===== src/rtl/pong_pkg.sv =====
// Shared key codes, direction/game-state types and the direction-key decoder
// used by the paddle controller.
package pong_pkg;

  localparam logic [3:0] KEY_L_UP   = 4'd1;
  localparam logic [3:0] KEY_L_STOP = 4'd4;
  localparam logic [3:0] KEY_L_DN   = 4'd7;
  localparam logic [3:0] KEY_R_UP   = 4'd10;
  localparam logic [3:0] KEY_R_STOP = 4'd11;
  localparam logic [3:0] KEY_R_DN   = 4'd12;
  localparam logic [3:0] KEY_START  = 4'd5;
  localparam logic [3:0] KEY_PAUSE  = 4'd0;
  localparam logic [3:0] KEY_RESET  = 4'd14;

  typedef enum logic [1:0] {
    STOP = 2'd0,
    UP   = 2'd1,
    DOWN = 2'd2
  } dir_t;

  typedef enum logic [1:0] {
    IDLE  = 2'd0,
    RUN   = 2'd1,
    PAUSE = 2'd2
  } game_state_t;

  typedef struct packed {
    logic hit;
    dir_t dir;
  } dir_cmd_t;

  // Map a key value onto one paddle's direction command; hit=0 for foreign keys.
  function automatic dir_cmd_t decode_dir(
    input logic [3:0] key,
    input logic [3:0] k_up,
    input logic [3:0] k_stop,
    input logic [3:0] k_dn
  );
    dir_cmd_t c;
    c.hit = 1'b1;
    c.dir = STOP;
    if (key == k_up) begin
      c.dir = UP;
    end else if (key == k_dn) begin
      c.dir = DOWN;
    end else if (key != k_stop) begin
      c.hit = 1'b0;
    end
    return c;
  endfunction

endpackage


===== src/rtl/key_event_detect.sv =====
// Two-flop synchroniser for the scanner key value plus change detection.
// key_evt is combinational on the synchronised value so the consumer can act on the same edge.
module key_event_detect (
  input  logic       clk,
  input  logic       rst,
  input  logic [3:0] key_in,
  output logic [3:0] key_val,
  output logic       key_evt
);

  logic [3:0] s1_reg;
  logic [3:0] s2_reg;
  logic [3:0] prev_reg;
  logic       s1_valid_reg;
  logic       s2_valid_reg;
  logic       prev_valid_reg;

  assign key_val = s2_reg;
  assign key_evt = prev_valid_reg && (s2_reg != prev_reg);

  // The valid bits keep the post-reset flush of s1/s2 from posing as a real
  // sample, so a key held across reset only primes prev.
  always_ff @(posedge clk) begin
    if (rst) begin
      s1_reg         <= '0;
      s2_reg         <= '0;
      prev_reg       <= '0;
      s1_valid_reg   <= 1'b0;
      s2_valid_reg   <= 1'b0;
      prev_valid_reg <= 1'b0;
    end else begin
      s1_reg       <= key_in;
      s1_valid_reg <= 1'b1;
      s2_reg       <= s1_reg;
      s2_valid_reg <= s1_valid_reg;
      if (s2_valid_reg) begin
        prev_reg       <= s2_reg;
        prev_valid_reg <= 1'b1;
      end
    end
  end

endmodule


===== src/rtl/paddle_ctrl.sv =====
// Keypad-driven game state, paddle direction latching and saturating paddle
// movement on a prescaled tick for the Pong renderer.
module paddle_ctrl
  import pong_pkg::*;
#(
  parameter int Y_MAX    = 480,
  parameter int PAD_H    = 64,
  parameter int STEP     = 4,
  parameter int TICK_DIV = 250000
) (
  input  logic       clk,
  input  logic       rst,
  input  logic [4:0] keycode,
  output logic [9:0] pad_l_y,
  output logic [9:0] pad_r_y,
  output logic [1:0] dir_l,
  output logic [1:0] dir_r,
  output logic       run,
  output logic       key_evt
);

  localparam int         CW     = (TICK_DIV > 2) ? $clog2(TICK_DIV) : 1;
  localparam logic [9:0] Y_LIM  = 10'(Y_MAX - PAD_H);
  localparam logic [9:0] CENTER = 10'((Y_MAX - PAD_H) / 2);
  localparam logic [9:0] STEP_V = 10'(STEP);

  logic [3:0] key_val;
  logic       evt;

  key_event_detect u_key_event_detect (
    .clk     (clk),
    .rst     (rst),
    .key_in  (keycode[4:1]),
    .key_val (key_val),
    .key_evt (evt)
  );

  // The scanner's flag bit carries nothing for this block.
  logic flag_unused;
  assign flag_unused = keycode[0];

  game_state_t state_reg;
  logic [CW-1:0] cnt_reg;
  logic          key_evt_reg;
  logic          tick;
  logic          round_reset;
  logic          move_en;

  assign tick        = (cnt_reg == CW'(TICK_DIV - 1));
  assign round_reset = evt && (key_val == KEY_RESET);
  assign move_en     = tick && (state_reg == RUN);

  always_ff @(posedge clk) begin
    if (rst) begin
      state_reg   <= IDLE;
      cnt_reg     <= '0;
      key_evt_reg <= 1'b0;
    end else begin
      cnt_reg     <= tick ? '0 : cnt_reg + CW'(1);
      key_evt_reg <= evt;
      if (evt) begin
        if (key_val == KEY_RESET) begin
          state_reg <= IDLE;
        end else begin
          case (state_reg)
            IDLE:    if (key_val == KEY_START) state_reg <= RUN;
            RUN:     if (key_val == KEY_PAUSE) state_reg <= PAUSE;
            PAUSE:   if (key_val == KEY_START) state_reg <= RUN;
            default: state_reg <= IDLE;
          endcase
        end
      end
    end
  end

  generate
    for (genvar gi = 0; gi < 2; gi++) begin : g_pad
      localparam logic [3:0] K_UP   = (gi == 0) ? KEY_L_UP   : KEY_R_UP;
      localparam logic [3:0] K_STOP = (gi == 0) ? KEY_L_STOP : KEY_R_STOP;
      localparam logic [3:0] K_DN   = (gi == 0) ? KEY_L_DN   : KEY_R_DN;

      logic [9:0]  y_reg;
      dir_t        dir_reg;
      dir_cmd_t    cmd;
      logic [9:0]  y_next;
      logic [10:0] y_sum;
      logic        at_limit;

      always_comb begin
        cmd = decode_dir(key_val, K_UP, K_STOP, K_DN);
      end

      always_comb begin
        y_next   = y_reg;
        y_sum    = {1'b0, y_reg} + {1'b0, STEP_V};
        at_limit = 1'b0;
        case (dir_reg)
          UP: begin
            y_next   = (y_reg >= STEP_V) ? (y_reg - STEP_V) : 10'd0;
            at_limit = (y_next == 10'd0);
          end
          DOWN: begin
            y_next   = (y_sum >= {1'b0, Y_LIM}) ? Y_LIM : y_sum[9:0];
            at_limit = (y_next == Y_LIM);
          end
          default: ;
        endcase
      end

      // Tick uses the pre-edge direction; a direction key overrides the limit stop.
      always_ff @(posedge clk) begin
        if (rst || round_reset) begin
          y_reg   <= CENTER;
          dir_reg <= STOP;
        end else begin
          if (move_en) begin
            y_reg <= y_next;
            if (at_limit) dir_reg <= STOP;
          end
          if (evt && (state_reg != IDLE) && cmd.hit) begin
            dir_reg <= cmd.dir;
          end
        end
      end
    end
  endgenerate

  assign pad_l_y = g_pad[0].y_reg;
  assign pad_r_y = g_pad[1].y_reg;
  assign dir_l   = g_pad[0].dir_reg;
  assign dir_r   = g_pad[1].dir_reg;
  assign run     = (state_reg == RUN);
  assign key_evt = key_evt_reg;

endmodule


===== config.mk =====
export PLATFORM = sky130hd
export DESIGN_NAME = paddle_ctrl
export DESIGN_NICKNAME = d
export VERILOG_FILES = /design/src/rtl/pong_pkg.sv /design/src/rtl/key_event_detect.sv /design/src/rtl/paddle_ctrl.sv
export SDC_FILE = /design/constraint.sdc
export NUM_CORES = 1
export LEC_CHECK = 0
export ABC_AREA = 1
export BUFFER_PORTS_ARGS = -buffer_cell sky130_fd_sc_hd__buf_2
export CAP_MARGIN = 20
export CELL_PAD_IN_SITES_DETAIL_PLACEMENT = 0
export CELL_PAD_IN_SITES_GLOBAL_PLACEMENT = 1
export CORE_MARGIN = 2
export CORE_UTILIZATION = 42
export DETAILED_ROUTE_END_ITERATION = 12
export HOLD_SLACK_MARGIN = 0.02
export PLACE_DENSITY_LB_ADDON = 0.08
export SLEW_MARGIN = 20
export SYNTH_ARGS = -nofsm -noshare
export SYNTH_HDL_FRONTEND = slang
export SYNTH_HIERARCHICAL = 1
export SYNTH_SLANG_ARGS = --single-unit

===== constraint.sdc =====
create_clock -name clk -period 2.4 [get_ports clk]
set_input_delay 0 -clock clk [delete_from_list [all_inputs] [get_ports clk]]
set_output_delay 0 -clock clk [all_outputs]
set_load 0.01 [all_outputs]

==> impl_metrics.ini <==
[outcome]
status = complete, no violations

[timing]
rsz0062_at_grt = no
period_needed_ns = 2.08
setup_viol = 0
maxSlewViolCount = 0
relSlewSlack = 0.717
fin_setup_tns_ns = 0
fmax_ghz = 0.482
hold_viol = 0
worst_slew_pin_slew_ns = 0.423
finalCritPeriodShare = 0.865
whs_ns = 0.401
skew_ns = 0.0109

[finish]
n_antenna_cell = 0
areaGrowthSynthToFinish_pct = 13.9
multiInputGateArea_um2 = 2020
largest_reg_flops = 18
fillers = 868
nets = 614
fin_util = 0.499
final-seq-area_um2 = 1200
drive_gt1_frac = 0.135

[clocking]
cts-root-buf = clkbuf_8
cts_made_buffers = 9
cts_resized = 0
cts_sinks = 60
cts.hold.buffers_added = 8
cts_tree = built
htreeDepth = 3
clk_path_buf_depth = 2
clock_latency_ns = 0.33
post_cts_buffers = 0
cts.clk_slew.worst_paths_ns = 0.07

[run]
maxCapViolations = 0

[setup_path]
cp_max_fo = 10
crit_required_ns = 2.63
cp_common_cell = nand2_1
cp_cell_sequence = inv_1 > ha_1 > nand2_1 > nor2_2 > nand2_2 > nand2_1 > nand2_1 > nor2_1 > nand3_1 > nand2_1 > nand2_1 > nand3_1 > a21oi_1
max_stage_delay_ns = 0.38
path_class = reg -> reg
cp-start-kind = register
cp-end-kind = register
arrival_ns = 2.30
cp_slowest_cell = dfxtp_1

[drt]
vias_per_cell = 4.99
wirelength_mm = 8.53
drt-initial-drc-count = 98
drc = 0
antenna_left = 0
drt_first_pass_iters = 4
wire_per_inst_um = 12.1
vias = 3522

[pwr]
p_switching_mw = 0.456
p_leak_nw = 1.84
power_per_cell_area_nw_per_um2 = 478
ir_drop_v = 0.000419
seqPwrFrac = 0.519
clkPwrFrac = 0.442
switching_share = 0.231
p_int_mw = 1.52
power_frac_comb = 0.039

[synth]
yosys_warnings = 6
synth_ff_type = dfxtp_1
synth_simple_gate_area_share = 0.357
async_flop_share = 0
syn_avg_cell_area_um2 = 6.56
synthAdderAreaFrac = 0.0379
synth.cell_area_um2 = 3630
synth_nets = 572
synth_cell_type_count = 40
synth_top_family_by_area = simple AND/OR/NAND/NOR gates
ys_ff_latch = 60
synth_edf_count = 0
muxShareOfSynthArea = 0
synth_cells = 554
synth_xor_area_frac = 0.0265
ys_seq_area_frac = 0.331
synth_compound_area_frac = 0.134

[die]
die_area_um2 = 9410
pin_count = 33
dieWidth_um = 97.0
rows = 33
die_h_um = 97.0
core_area_um2 = 8300
floorplan.initialDensity = 0.438

[global_route]
grt_max_degree = 17
grt-ovfl-total = 0
grtUsageTotal = 0.191
grt_first_pass_wirelength_mm = 15.1
antenna_found_initial = 0
first_global_vias = 3332

[worst_hold_path]
hold_path_class = reg -> reg

[place]
gp_congestion = 0.853
dpl.hpwl_mm = 6.43
portBuffers = 31
placed cells by master, fill, tap and decap left out, types with 2 or more instances in the layout:
cell / n
a211oi_2: 2
a21oi_1: 32
a2bb2oi_1: 2
buf_2: 31
buf_4: 3
clkbuf_1: 2
clkbuf_8: 9
clkinv_1: 2
clkinv_2: 3
dfxtp_1: 60
dlygate4sd3_1: 8
ha_1: 11
inv_1: 83
inv_2: 7
nand2_1: 111
nand2_2: 3
nand3_1: 44
nand3_2: 7
nand4_1: 9
nor2_1: 81
nor2_2: 4
nor2_4: 3
nor3_1: 16
o211ai_1: 6
o21a_1: 3
o21ai_0: 18
o21ai_1: 6
o21ai_2: 2
o22ai_1: 9
o31ai_1: 2
xor2_1: 10
worst paths after layout:
kind,start,endpoint,slack (ns),cells after the start
worst min register to register,u_key_event_detect/s1_reg[1],u_key_event_detect/key_val[1],0.40,2
worst max register to register,pad_l_y[2],dir_l[1],0.32,13
worst max-delay path,pad_l_y[2],dir_l[1],0.32,13
worst min-delay path,u_key_event_detect/s1_reg[1],u_key_event_detect/key_val[1],0.40,2
cells by family after synthesis:
logic type,Yosys count
xor+xnor,11
buf+inv,103
flops,60
fa+ha+maj,11
simple gates,286
compound gates,83
routing by layer:
| layer | GRT usage | up-vias | share of wire |
|---|---|---|---|
| met2 | 0.309 | 54 | 0.47 |
| met3 | 0.0405 | 9 | 0.034 |
| li1 | - | 1859 | - |
| met4 | 0.0585 | 0 | 0.011 |
| met1 | 0.256 | 1600 | 0.49 |
| met5 | 0 | - | 0 |
layout make-up:
| cell class | instances | area share |
|---|---|---|
| Timing Repair Buffer | 42 | 0.0623 |
| Sequential cell | 60 | 0.290 |
| Tap cell | 105 | 0.0317 |
| Clock buffer | 11 | 0.0317 |
| Multi-Input combinational cell | 391 | 0.488 |
| Clock inverter | 5 | 0.0127 |
| Inverter | 92 | 0.0834 |
power by group through the flow:
stage               Combinational, mW  Clock [mW]  Sequential [mW]
finish                         0.0771       0.874             1.03
global route                   0.0921       0.956             1.03
CTS                            0.0777       0.898             1.03
detailed placement             0.0678           0             1.05
global placement               0.0668           0             1.05
floorplan                      0.0518           0             1.05
Yosys cell counts (4+ instances only):
master / count / area [um2]
nor3_1: 16 / 80.1
a21oi_1: 32 / 160
o21ai_1: 6 / 30.0
xor2_1: 10 / 87.6
nand3_1: 44 / 220
nand2_1: 111 / 417
dfxtp_1: 60 / 1200
nor2_2: 4 / 25.0
inv_2: 7 / 26.3
ha_1: 11 / 138
nor2_1: 81 / 304
nand4_1: 9 / 56.3
buf_2: 4 / 20.0
o22ai_1: 9 / 56.3
o211ai_1: 6 / 45.0
inv_1: 83 / 312
o21ai_0: 18 / 90.1
nand3_2: 7 / 70.1
critical path, delay by kind of cell (launching register included):
family,cells,cell delay (ns)
fa+ha+maj,1,0.27
compound gates,1,0.06
buf+inv,1,0.17
flops,1,0.38
simple gates,10,1.08
metrics by stage:
step	std cells	area [um2]	power (mW)	setup slack, ns
6_report	706	4140	1.98	0.324
2_1_floorplan	554	3630	1.10	0.624
4_1_cts	706	4140	2.00	0.344
3_5_place_dp	682	3870	1.12	0.369
5_1_grt	706	4140	2.08	0.107
3_3_place_gp	682	3870	1.12	0.363
Power figures use the tool's default switching activity.
